==> src/rtl/spi_mem_loader_pkg.sv <==
// Shared widths, select encodings and FSM states for the SPI memory loader.
// Latency: n/a (types and constants only); backpressure: n/a.
package spi_mem_loader_pkg;

  localparam int ADDR_W       = 4;
  localparam int DATA_W       = 8;
  localparam int DMEM_DEPTH   = 15;
  localparam int CMD_READ_BIT = 7;

  localparam logic SEL_IMEM = 1'b0;
  localparam logic SEL_DMEM = 1'b1;

  typedef enum logic [2:0] {
    IDLE,
    CMD,
    WDATA,
    RDATA,
    ERR
  } state_e;

  function automatic logic dmem_unmapped(input logic sel, input logic [ADDR_W-1:0] addr);
    return (sel == SEL_DMEM) && (int'(addr) >= DMEM_DEPTH);
  endfunction

endpackage

==> src/rtl/spi_sync_edge.sv <==
// Synchronizes one asynchronous input and flags its rising/falling edges.
// Latency: SYNC_STAGES clk to q, edge pulses one clk wide; backpressure: none.
module spi_sync_edge #(
  parameter int SYNC_STAGES = 2
) (
  input  logic clk,
  input  logic rst,
  input  logic d,
  output logic q,
  output logic rise,
  output logic fall
);

  logic [SYNC_STAGES-1:0] sync_q;
  logic                   hist_q;

  // Resetting low means a chip select held low through reset never shows a falling edge.
  always_ff @(posedge clk or posedge rst) begin
    if (rst) begin
      sync_q <= '0;
      hist_q <= 1'b0;
    end else begin
      sync_q <= {sync_q[SYNC_STAGES-2:0], d};
      hist_q <= sync_q[SYNC_STAGES-1];
    end
  end

  assign q    = sync_q[SYNC_STAGES-1];
  assign rise = q & ~hist_q;
  assign fall = ~q & hist_q;

endmodule

==> src/rtl/spi_mem_loader.sv <==
// SPI mode-0 slave that writes/reads back IMEM and DMEM and holds the core during frames.
// Latency: pin edges act SYNC_STAGES+1 clk later; backpressure: none, sclk must stay <= clk/8.
module spi_mem_loader
  import spi_mem_loader_pkg::*;
#(
  parameter int SYNC_STAGES = 2
) (
  input  logic              clk,
  input  logic              rst,
  input  logic              sclk,
  input  logic              csi,
  input  logic              csd,
  input  logic              mosi,
  output logic              miso,
  output logic              wr_en,
  output logic              wr_sel,
  output logic [ADDR_W-1:0] wr_addr,
  output logic [DATA_W-1:0] wr_data,
  output logic              rd_sel,
  output logic [ADDR_W-1:0] rd_addr,
  input  logic [DATA_W-1:0] rd_data,
  output logic              cpu_hold
);

  localparam int CNT_W = $clog2(DATA_W);

  logic sclk_s, sclk_rise, sclk_fall;
  logic csi_s, csi_rise, csi_fall;
  logic csd_s, csd_rise, csd_fall;
  logic mosi_s;
  logic [SYNC_STAGES-1:0] mosi_sync_q;

  spi_sync_edge #(.SYNC_STAGES(SYNC_STAGES)) u_sync_sclk (
    .clk(clk), .rst(rst), .d(sclk), .q(sclk_s), .rise(sclk_rise), .fall(sclk_fall));
  spi_sync_edge #(.SYNC_STAGES(SYNC_STAGES)) u_sync_csi (
    .clk(clk), .rst(rst), .d(csi), .q(csi_s), .rise(csi_rise), .fall(csi_fall));
  spi_sync_edge #(.SYNC_STAGES(SYNC_STAGES)) u_sync_csd (
    .clk(clk), .rst(rst), .d(csd), .q(csd_s), .rise(csd_rise), .fall(csd_fall));

  always_ff @(posedge clk or posedge rst) begin
    if (rst) mosi_sync_q <= '0;
    else     mosi_sync_q <= {mosi_sync_q[SYNC_STAGES-2:0], mosi};
  end
  assign mosi_s = mosi_sync_q[SYNC_STAGES-1];

  state_e             state_q, state_d;
  logic               sel_q, sel_d;
  logic [ADDR_W-1:0]  addr_q, addr_d;
  logic [CNT_W-1:0]   bit_cnt_q, bit_cnt_d;
  logic [DATA_W-1:0]  shift_q, shift_d;
  logic               reload_q, reload_d;
  logic               skip_fall_q, skip_fall_d;
  logic               armed_q, armed_d;
  logic               miso_q, miso_d;
  logic               wr_en_q, wr_en_d;
  logic               wr_sel_q, wr_sel_d;
  logic [ADDR_W-1:0]  wr_addr_q, wr_addr_d;
  logic [DATA_W-1:0]  wr_data_q, wr_data_d;

  logic               both_low, cs_rise, last_bit, frame_break, cmd_done;
  logic [DATA_W-1:0]  shift_in, rd_val;

  assign both_low    = armed_q && !csi_s && !csd_s;
  assign cs_rise     = (sel_q == SEL_DMEM) ? csd_rise : csi_rise;
  assign last_bit    = (bit_cnt_q == CNT_W'(DATA_W - 1));
  assign shift_in    = {shift_q[DATA_W-2:0], mosi_s};
  assign frame_break = both_low || cs_rise;
  assign cmd_done    = (state_q == CMD) && !frame_break && sclk_rise && last_bit;

  // A read command addresses memory in the same clk its last bit lands, so the first byte is ready before the next rise.
  assign rd_sel  = sel_q;
  assign rd_addr = (cmd_done && shift_in[CMD_READ_BIT]) ? shift_in[ADDR_W-1:0] : addr_q;
  assign rd_val  = dmem_unmapped(sel_q, rd_addr) ? '0 : rd_data;

  always_comb begin
    state_d     = state_q;
    sel_d       = sel_q;
    addr_d      = addr_q;
    bit_cnt_d   = bit_cnt_q;
    shift_d     = shift_q;
    reload_d    = 1'b0;
    skip_fall_d = skip_fall_q;
    armed_d     = armed_q || (csi_s && csd_s);
    wr_en_d     = 1'b0;
    wr_sel_d    = wr_sel_q;
    wr_addr_d   = wr_addr_q;
    wr_data_d   = wr_data_q;

    if (both_low) begin
      state_d = ERR;
    end else begin
      case (state_q)
        IDLE: begin
          if (armed_q && !sclk_s && (csi_fall ^ csd_fall)) begin
            state_d   = CMD;
            sel_d     = csd_fall ? SEL_DMEM : SEL_IMEM;
            bit_cnt_d = '0;
          end
        end
        ERR: begin
          if (csi_s && csd_s) state_d = IDLE;
        end
        CMD: begin
          if (cs_rise) begin
            state_d = IDLE;
          end else if (sclk_rise) begin
            shift_d   = shift_in;
            bit_cnt_d = bit_cnt_q + 1'b1;
            if (last_bit) begin
              addr_d = shift_in[ADDR_W-1:0];
              if (shift_in[CMD_READ_BIT]) begin
                state_d     = RDATA;
                shift_d     = rd_val;
                skip_fall_d = 1'b1;
              end else begin
                state_d = WDATA;
              end
            end
          end
        end
        WDATA: begin
          if (cs_rise) begin
            state_d = IDLE;
          end else if (sclk_rise) begin
            shift_d   = shift_in;
            bit_cnt_d = bit_cnt_q + 1'b1;
            if (last_bit) begin
              wr_en_d   = !dmem_unmapped(sel_q, addr_q);
              wr_sel_d  = sel_q;
              wr_addr_d = addr_q;
              wr_data_d = shift_in;
              addr_d    = addr_q + 1'b1;
            end
          end
        end
        RDATA: begin
          // Each freshly loaded byte keeps its MSB on miso through the following fall.
          if (cs_rise) begin
            state_d = IDLE;
          end else if (reload_q) begin
            shift_d = rd_val;
          end else if (sclk_rise) begin
            bit_cnt_d = bit_cnt_q + 1'b1;
            if (last_bit) begin
              addr_d      = addr_q + 1'b1;
              reload_d    = 1'b1;
              skip_fall_d = 1'b1;
            end
          end else if (sclk_fall) begin
            if (skip_fall_q) skip_fall_d = 1'b0;
            else             shift_d     = {shift_q[DATA_W-2:0], 1'b0};
          end
        end
        default: state_d = IDLE;
      endcase
    end

    miso_d = (state_d == RDATA) ? shift_d[DATA_W-1] : 1'b0;
  end

  always_ff @(posedge clk or posedge rst) begin
    if (rst) begin
      state_q     <= IDLE;
      sel_q       <= SEL_IMEM;
      addr_q      <= '0;
      bit_cnt_q   <= '0;
      shift_q     <= '0;
      reload_q    <= 1'b0;
      skip_fall_q <= 1'b0;
      armed_q     <= 1'b0;
      miso_q      <= 1'b0;
      wr_en_q     <= 1'b0;
      wr_sel_q    <= SEL_IMEM;
      wr_addr_q   <= '0;
      wr_data_q   <= '0;
    end else begin
      state_q     <= state_d;
      sel_q       <= sel_d;
      addr_q      <= addr_d;
      bit_cnt_q   <= bit_cnt_d;
      shift_q     <= shift_d;
      reload_q    <= reload_d;
      skip_fall_q <= skip_fall_d;
      armed_q     <= armed_d;
      miso_q      <= miso_d;
      wr_en_q     <= wr_en_d;
      wr_sel_q    <= wr_sel_d;
      wr_addr_q   <= wr_addr_d;
      wr_data_q   <= wr_data_d;
    end
  end

  assign miso     = miso_q;
  assign wr_en    = wr_en_q;
  assign wr_sel   = wr_sel_q;
  assign wr_addr  = wr_addr_q;
  assign wr_data  = wr_data_q;
  assign cpu_hold = (state_q == CMD) || (state_q == WDATA) || (state_q == RDATA);

endmodule

==> config.mk <==
export PLATFORM = sky130hd
export DESIGN_NAME = spi_mem_loader
export DESIGN_NICKNAME = d
export VERILOG_FILES = /design/src/rtl/spi_mem_loader_pkg.sv /design/src/rtl/spi_sync_edge.sv /design/src/rtl/spi_mem_loader.sv
export SDC_FILE = /design/constraint.sdc
export NUM_CORES = 1
export LEC_CHECK = 0
export ABC_CLOCK_PERIOD_IN_PS = 2950
export CELL_PAD_IN_SITES_DETAIL_PLACEMENT = 1
export CELL_PAD_IN_SITES_GLOBAL_PLACEMENT = 1
export CORE_AREA = 2 2 76 78
export DETAILED_ROUTE_END_ITERATION = 7
export DIE_AREA = 0 0 78 80
export DONT_BUFFER_PORTS = 1
export GPL_TIMING_DRIVEN = 0
export MAX_ROUTING_LAYER = met4
export PLACE_DENSITY = 0.73
export RECOVER_POWER = 50
export SYNTH_ARGS = -nofsm -noshare
export SYNTH_HDL_FRONTEND = slang
export SYNTH_HIERARCHICAL = 1
export SYNTH_SLANG_ARGS = --single-unit
==> constraint.sdc <==
create_clock -name clk -period 2.95 [get_ports clk]
set_clock_uncertainty 0.2 [all_clocks]
set_input_delay 0.4425 -clock clk [delete_from_list [all_inputs] [get_ports clk]]
set_output_delay 0.4425 -clock clk [all_outputs]
set_load 0.005 [all_outputs]
==> impl_metrics.ini <==
[layout]
drive_gt1_frac = 0.1894
area_growth_pct = 11.77
fin_area_um2 = 2887
antenna_cells = 0
fillers = 619
final_nets = 280

[sta]
setup_viol = 0
final-max-slew-violation-count = 0
hold_violations = 0
period_needed_ps = 2867
rsz0062_at_grt = false
holdWs_ps = 96.34
max_freq_ghz = 0.3488
fin_tns_setup_ps = 0
relSlewSlack = 0.003841
tightest_slew_ps = 1493
fin_crit_sh = 0.9718

[synth]
synth_fp_nets = 268
synth_edf_count = 0
synth_common_cells = dfrtp_1 (48), nand2_1 (21), a21oi_1 (19), mux2_2 (19), nor2_1 (18)
synth_area_leader_cell = dfrtp_1
ys_seq_area_frac = 0.4651
synth-main-ff-cell = dfrtp_1
yosys.area.top_type_share = 0.4651
yosysUniqueCellTypes = 51
netlist_area_um2 = 2582
avgSynthCellArea_um2 = 10.29
synth_seq_cells = 48
ys_top_cells_by_area = dfrtp_1 (47%), mux2_2 (8.3%), a21oi_1 (3.7%)
yosys.cell_count.top_type = dfrtp_1
async_reset_ff_frac = 1.000
synthCells = 251
yosysWarnings = 6

[pwr]
p_leak_nw = 1.229
power_w = 0.001648
ir_drop_mv = 0.2935
power_density_nw_per_um2 = 571.0

[status]
violations = capacitance limit
status = finished with violations

[critical_path]
cp.arrival_ps = 2220
crit_required_ps = 2310
cp_max_fo = 6
rr_startpoint = u_sync_csd/sync_q[1]
r2r_setup_slack_ps = 80
startpoint_type = flop
crit_start = u_sync_csi/sync_q[1]
worstSetupEndpoint = rd_addr[2]
crit_path_end_kind = output pin
crit_type = flop to output pin
ff2ff_path_depth = 6
reg2reg_to = bit_cnt_q[0]

[min_path]
worstHoldPathType = primary input to flop
holdPathStages = 2

[global_routing]
track_usage = 0.2451
grt_pass1_wl_um = 11280
overflow = 0
first_global_vias = 2151
antenna_found_initial = 0
grt_max_degree = 40

[clocking]
cts_tree = done
cts_num_sinks = 48
cts_buffer_depth = 2
root_buffer = clkbuf_8
htree_levels = 2
path_clk_slew_ps = 100
worstSkewPairLatency_ps = 310
cts_buffers = 5
cts_setup_buffers = 0

[floorplanning]
die-area_um2 = 6240
start_util = 0.4778
rows = 27
io_pins = 35
die_w_um = 78
core_um2 = 5405
dieHeight_um = 80

[route]
ant_nets = 0
dr.first_iter.drc_count = 94
vias = 2008
post-route-drc-count = 0
routed_via_density = 5.976
firstDrtPassIters = 4
detail_route.wl_per_cell_um = 20.51
wl_um = 6893

[place]
placed_area_um2 = 2673
finalWeightedCongestion = 0.8575
port_buffers = 0
place.detailed.hpwl_um = 4804

[run]
drv_cap = 1
-- routing by layer --
layer / GRT usage / up-vias / routed length [µm]
li1: - / 930 / -
met1: 0.3234 / 1007 / 3107
met2: 0.3784 / 60 / 3249
met3: 0.05995 / 11 / 438
met4: 0.07193 / 0 / 97
met5: - / - / 0
-- power by group --
group | switching [W] | internal, W | leakage (nW) | total [W]
clock | 0.000241 | 0.000341 | 0.0687 | 0.000582
combinational | 0.000170 | 0.0000965 | 0.549 | 0.000267
sequential | 0.0000839 | 0.000715 | 0.612 | 0.000799
-- area by class of cell --
class | count | area [µm²] | share of cell area
multi-input combinational | 181 | 1318 | 0.4564
clock inverter | 3 | 68.82 | 0.02384
timing repair buffer | 5 | 50.05 | 0.01734
clock buffer | 5 | 68.82 | 0.02384
tap | 72 | 90.09 | 0.03121
inverter | 10 | 37.54 | 0.01300
buffer | 12 | 51.30 | 0.01777
sequential | 48 | 1202 | 0.4166
-- worst min path at each step --
stage | from | end | slack, ps
after global routing | rd_data[7] | miso | 110
after floorplan | rst | u_sync_csd/hist_q | -4
after CTS | rd_data[7] | shift_q[7] | 100
final | rd_data[7] | shift_q[7] | 100
after global placement | rst | u_sync_csi/hist_q | 4
after detailed placement | rst | u_sync_csi/hist_q | 10
-- sequential cells by signal, summed over array words and instances, names as in the netlist, 2 cells and up --
| register | count |
|---|---|
| u_sync_sclk/sync_q | 2 |
| u_sync_csi/sync_q | 2 |
| shift_q | 8 |
| state_q | 3 |
| bit_cnt_q | 3 |
| wr_addr | 4 |
| u_sync_csd/sync_q | 2 |
| mosi_sync_q | 2 |
| addr_q | 4 |
| wr_data | 8 |
-- critical path: stages (launching register included) --
cell and delay, ps:
dfrtp_2 460, nor2b_1 160, mux2_4 330, nor2_4 140
nand3_1 170, or2_2 370, mux2_2 290
-- cell usage in the layout, fill, tap and decap left out, types with 2 or more instances in the layout --
cell type / Yosys / final
nor3_1: 4 / 4
a32oi_1: 4 / 4
o31ai_1: 3 / 3
clkbuf_8: 0 / 5
or3b_2: 2 / 2
o21a_1: 4 / 4
a31oi_1: 3 / 3
a311oi_1: 3 / 3
nand3_1: 9 / 9
a21o_1: 4 / 4
inv_1: 10 / 10
clkbuf_1: 9 / 8
nand2_1: 21 / 21
ha_1: 3 / 3
and3_1: 2 / 2
nor4_4: 1 / 2
dlygate4sd3_1: 0 / 5
a211oi_1: 3 / 3
nand4b_1: 3 / 3
o21ai_0: 7 / 7
nor2b_1: 7 / 6
mux2_2: 19 / 19
mux2i_1: 6 / 6
o2bb2ai_1: 3 / 3
nor2_1: 18 / 17
bufinv_16: 0 / 2
o211ai_1: 4 / 4
a21oi_1: 19 / 19
and2b_2: 3 / 3
nand2b_1: 5 / 5
dfrtp_1: 48 / 47
-- per-stage QoR --
stage,cells,util,setup slack (ps)
global placement,323,0.4944,132.4
floorplan,251,-,567.0
CTS,336,0.5299,2.814
global route,336,0.5340,17.14
detailed placement,323,0.4944,66.80
finish,336,0.5340,83.20
-- logic make-up after synthesis --
group           Yosys count  share of synthesized area
buf+inv                  22                    0.03391
compound gates           60                     0.1555
xor+xnor                  1                   0.003392
flops                    48                     0.4651
simple gates             88                     0.2020
mux                      28                     0.1216
fa+ha+maj                 4                    0.01841
-- what timing repair did --
item | 4_1_cts | 5_1_grt
endpoints found under the hold margin | 23 | 0
endpoints found under the setup margin | 1 | 15
hold buffers | 5 | 0
gates resized for setup | 2 | 6
(Power assumes the default switching activity.)
==> RTL change 1, RTL diff (same flow settings) <==
Re-encode `state_e` (5 states) as Gray code, 3 bits wide.
--- a/src/rtl/spi_mem_loader_pkg.sv
+++ b/src/rtl/spi_mem_loader_pkg.sv
@@ -11,11 +11,11 @@
   localparam logic SEL_DMEM = 1'b1;
 
   typedef enum logic [2:0] {
-    IDLE,
-    CMD,
-    WDATA,
-    RDATA,
-    ERR
+    IDLE  = 3'b000,
+    CMD   = 3'b001,
+    WDATA = 3'b011,
+    RDATA = 3'b010,
+    ERR   = 3'b110
   } state_e;
 
   function automatic logic dmem_unmapped(input logic sel, input logic [ADDR_W-1:0] addr);
Formal check against the unedited RTL: no difference found for any inputs over 10 cycles, from zero or initial values and one cycle with rst high; not proved beyond that.
==> RTL change 1 against the original RTL <==
The flow still finishes with violations (max-capacitance violations). Worst hold slack improved by 0.064 ns. Die area is the same. Wire length decreased by 20%. Worst setup slack better by 0.053 ns. Synthesized cell count is 11% lower. Critical path depth is 1 higher. Synthesized area decreased by 4.9%. Design area down 6.5%. Sequential cell count stayed put. Total power rose by 2.7%. Count of clock-buffer cells in the layout grew 1. Highest routed layer unchanged.
==> RTL change 1: results (changes against the original RTL) <==
* Met3 global-route usage at 4.41% (-1.6 points)
* Setup WS pre-CTS at -0.0841 ns (-0.151 ns)
* Hold Crit Class: flip-flop to flip-flop
* Slew HR at 2.22% (+1.8 points)
* Worst Hold Launch: mosi_sync_q[0]
* Top post-synthesis cells by count: dfrtp_1 (48), mux2_2 (18), nor2_1 (18)
* Synth Net Count at 240 (-10%)
* Share of layout cells above drive strength 1 at 19.4% (+0.47 points)
* Status: finished, violations left
* Initial DRC Count at 100 (+6.4%)
* Met1 usage at 27.6% (-4.7 points)
* Gr usage total at 20.1% (-4.4 points)
* FF-to-FF End: wr_data[1]
* Met2 Use GR at 30.6% (-7.2 points)
* Max-capacitance violation count at 1 (unchanged)
* Post-Synth Adder-Cell Area at 1.53% (-0.31 points)
* Violated checks: max-capacitance violations
* Nets at 253 (-9.6%)
* Leading post-synthesis cells by cell area: dfrtp_1 (49%), mux2_2 (8.3%), nor2_1 (2.8%), mux2i_1 (2.4%), o21a_1 (2.1%)
* Worst hold endpoint: mosi_sync_q[1]
* Post-Route WL at 5.55 mm (-20%)
* Final GP Congestion at 0.916 (+6.8%)
* P_leak at 0.00116 uW (-5.5%)
* WHS Path Cells at 0 (-2)
* Mux cell area share after synthesis at 11.3% (-0.85 points)
* Reg2reg start: u_sync_csi/sync_q[1]
* R2r worst-path depth at 7 (+1)
* Register area share after synthesis at 48.9% (+2.4 points)
* Vias in the first global route at 1851 (-14%)
* Via count at 1769 (-12%)
* Post-synth cell types at 48 (-5.9%)
RTL change 1: changes by cell type in the layout (fill, tap and decap cells not counted), sizes merged, moves of 4 or more:
cell    delta
buf        +4
a21oi     -13
a21o       -4
nand2      -9
clkbuf     -4
a32oi      -4
nand4      +4
nand3      -4
o221ai     +6
RTL change 1: worst max path at each step:
stage / start / end / slack [ns]
after floorplan: rd_sel / wr_addr[1] / 0.49
after global placement: u_sync_sclk/sync_q[1] / miso / -0.06
after detailed placement: u_sync_sclk/sync_q[1] / miso / -0.08
after CTS: u_sync_sclk/sync_q[1] / wr_data[1] / 0.02
after global routing: u_sync_csi/sync_q[1] / wr_addr[3] / 0.02
final: u_sync_csi/sync_q[1] / wr_data[1] / 0.14
RTL change 1: repair_timing:
action                                  4_1_cts  5_1_grt
gates resized for setup                       1        2
pin swaps                                     1        0
buffers inserted                              1        0
endpoints found under the hold margin        13        0
hold buffers                                  5        0
endpoints found under the setup margin       13       22
gates cloned                                  0        0
RTL change 1: where the power goes:
group          total (uW)  internal, uW  switching [uW]
Clock                 393           169             224
Sequential            871           757             114
Combinational         429           191             238
Total                1690          1120             575
RTL change 1: stage by stage:
| stage | TNS (ns) | power, uW | instances | instance area (um^2) | hold slack (ns) |
|---|---|---|---|---|---|
| global placement | -0.284 | 1300 | 295 | 2550 | 0.00262 |
| floorplan | 0 | 1190 | 223 | 2460 | -0.00386 |
| finish | 0 | 1690 | 309 | 2700 | 0.160 |
| global route | 0 | 1810 | 309 | 2700 | 0.165 |
| CTS | 0 | 1710 | 309 | 2700 | 0.0123 |
| detailed placement | -0.527 | 1310 | 295 | 2550 | 0.00507 |
RTL change 1: cells by family (layout without fill, tap and decap cells):
kind of cell | count (synthesis) | after routing
buf+inv | 23 | 37
xor+xnor | 1 | 1
fa+ha+maj | 3 | 3
compound gates | 44 | 44
mux | 25 | 25
flops | 48 | 48
simple gates | 79 | 79
RTL change 1: final cells by class:
type                    count  area (um^2)
fillers                   611         2710
flip-flops and latches     48         1200
multi-input cells         152         1150
well taps                  72         90.1
clock buffers               6         72.6
plain buffers              10         62.6
repair buffers              6         57.6
inverters                  13         48.8
clock inverters             2         16.3
RTL change 1: routing by layer:
layer  part of all wire, %  vias up
met5                     0        -
met3                   4.6        6
met1                    47      895
met2                    47       39
li1                      -      829
met4                   1.1        0
==> RTL change 2, RTL diff (same settings) <==
Without the edit above. Change the package constant `ADDR_W` from 4 to 5.
--- a/src/rtl/spi_mem_loader_pkg.sv
+++ b/src/rtl/spi_mem_loader_pkg.sv
@@ -2,7 +2,7 @@
 // Latency: n/a (types and constants only); backpressure: n/a.
 package spi_mem_loader_pkg;
 
-  localparam int ADDR_W       = 4;
+  localparam int ADDR_W       = 5;
   localparam int DATA_W       = 8;
   localparam int DMEM_DEPTH   = 15;
   localparam int CMD_READ_BIT = 7;
Interface: changed (resized rd_addr and wr_addr); port bits go from 35 to 37. The function was not compared with the original's and may differ.
==> RTL change 2 against the original RTL <==
Die area stayed put. Sequential cell count is 2 higher. Design area stayed put. Fmax is 3.5% higher. Count of clock-buffer cells in the layout is 2 higher. Total power is 8.1% lower. Synthesized area is 2.1% higher. Sequential power is 4.8% higher. Worst setup slack better by 0.098 ns. Core utilization stayed put. Wire length is 10% lower. Final cell count stayed put. First-iteration DRC count is 17% higher. Largest power group unchanged. Highest routed layer unchanged.
==> RTL change 2: results (changes against the original RTL) <==
* P_leak at 0.00128 uW (+4.5%)
* Compound-gate portion of the synthesized area at 14.2% (-1.3 points)
* # fillers at 583 (-5.8%)
* Multi-input gates at 175 (-3.3%)
* Met2 Use GR at 33.9% (-4.0 points)
* Critical Path Fanout Max at 8 (+2)
* Share of layout cells above drive strength 1 at 19.3% (+0.38 points)
* Register area share after synthesis at 47.5% (+0.95 points)
* Inverters at 13 (+3)
* Storage cell area at 0.00125 mm^2 (+4.1%)
* Xor and xnor area share after synthesis at 0.332% (-0.0069 points)
* Vias in the first global route at 2050 (-4.7%)
* Maximum VDD drop at 0.357 mV (+22%)
* Mux cell area share after synthesis at 12.9% (+0.70 points)
* First-pass GRT wire length at 10.4 mm (-7.8%)
* Reg2Reg Setup Slack at 0.45 ns (+0.37 ns)
* Slowest CP cell: dfrtp_1
* Mapped Avg Cell Area at 10.5 um^2 (+2.5%)
* Clock buffers at 7 (+2)
* Comb. pwr at 222 uW (-17%)
* Via count at 1941 (-3.3%)
* Fin Hold WS at 0.0922 ns (-0.00419 ns)
* Post-synth cell types at 52 (+2.0%)
* Sw Pwr at 454 uW (-8.3%)
* Leading post-synthesis cells by cell area: dfrtp_1 (47%), mux2_4 (6.3%), mux2_2 (4.7%), o21ai_0 (3.0%), nor2_1 (2.8%)
* Worst Hold Launch: rd_data[4]
* Dpl hpwl at 4.54 mm (-5.4%)
* Clock share of power at 30.1% (-5.2 points)
* Crit path largest cell delay at 0.37 ns (-0.09 ns)
* Sequential power share at 55.3% (+6.8 points)
* R2r worst-path depth at 8 (+2)
* Status: complete, no violations
* Reg2reg start: bit_cnt_q[0]
* Total placed instance area at 0.00275 mm^2 (+2.8%)
* Non-clk buf share at 4.72% (+1.2 points)
* Top post-synthesis cells by count: dfrtp_1 (50), nor2_1 (20), nand2_1 (18)
[RTL change 2: changes by cell type after synthesis, sizes merged, moves of 4 or more]
cell	unedited run	this run
a21oi	19	9
o21ai	7	17
a31oi	3	11
buf	3	9
clkbuf	9	3
a32oi	4	0
o21a	4	0
[RTL change 2: worst max-delay path by stage]
| stage | startpoint | end | slack, ns | depth (start not counted) |
|---|---|---|---|---|
| 5_1_grt | bit_cnt_q[0] | rd_addr[1] | 0.07 | 6 |
| 3_5_place_dp | bit_cnt_q[0] | miso | 0.44 | 8 |
| 4_1_cts | bit_cnt_q[0] | rd_addr[3] | 0.17 | 6 |
| 6_report | bit_cnt_q[0] | rd_addr[3] | 0.18 | 6 |
| 3_3_place_gp | bit_cnt_q[0] | shift_q[0] | 0.49 | 8 |
| 2_1_floorplan | bit_cnt_q[0] | miso | 0.71 | 8 |
[RTL change 2: timing repair]
item | CTS | global route
gates resized for setup | 0 | 0
endpoints found under the setup margin | 0 | 0
hold endpoints to repair | 21 | 0
hold buffers | 5 | 0
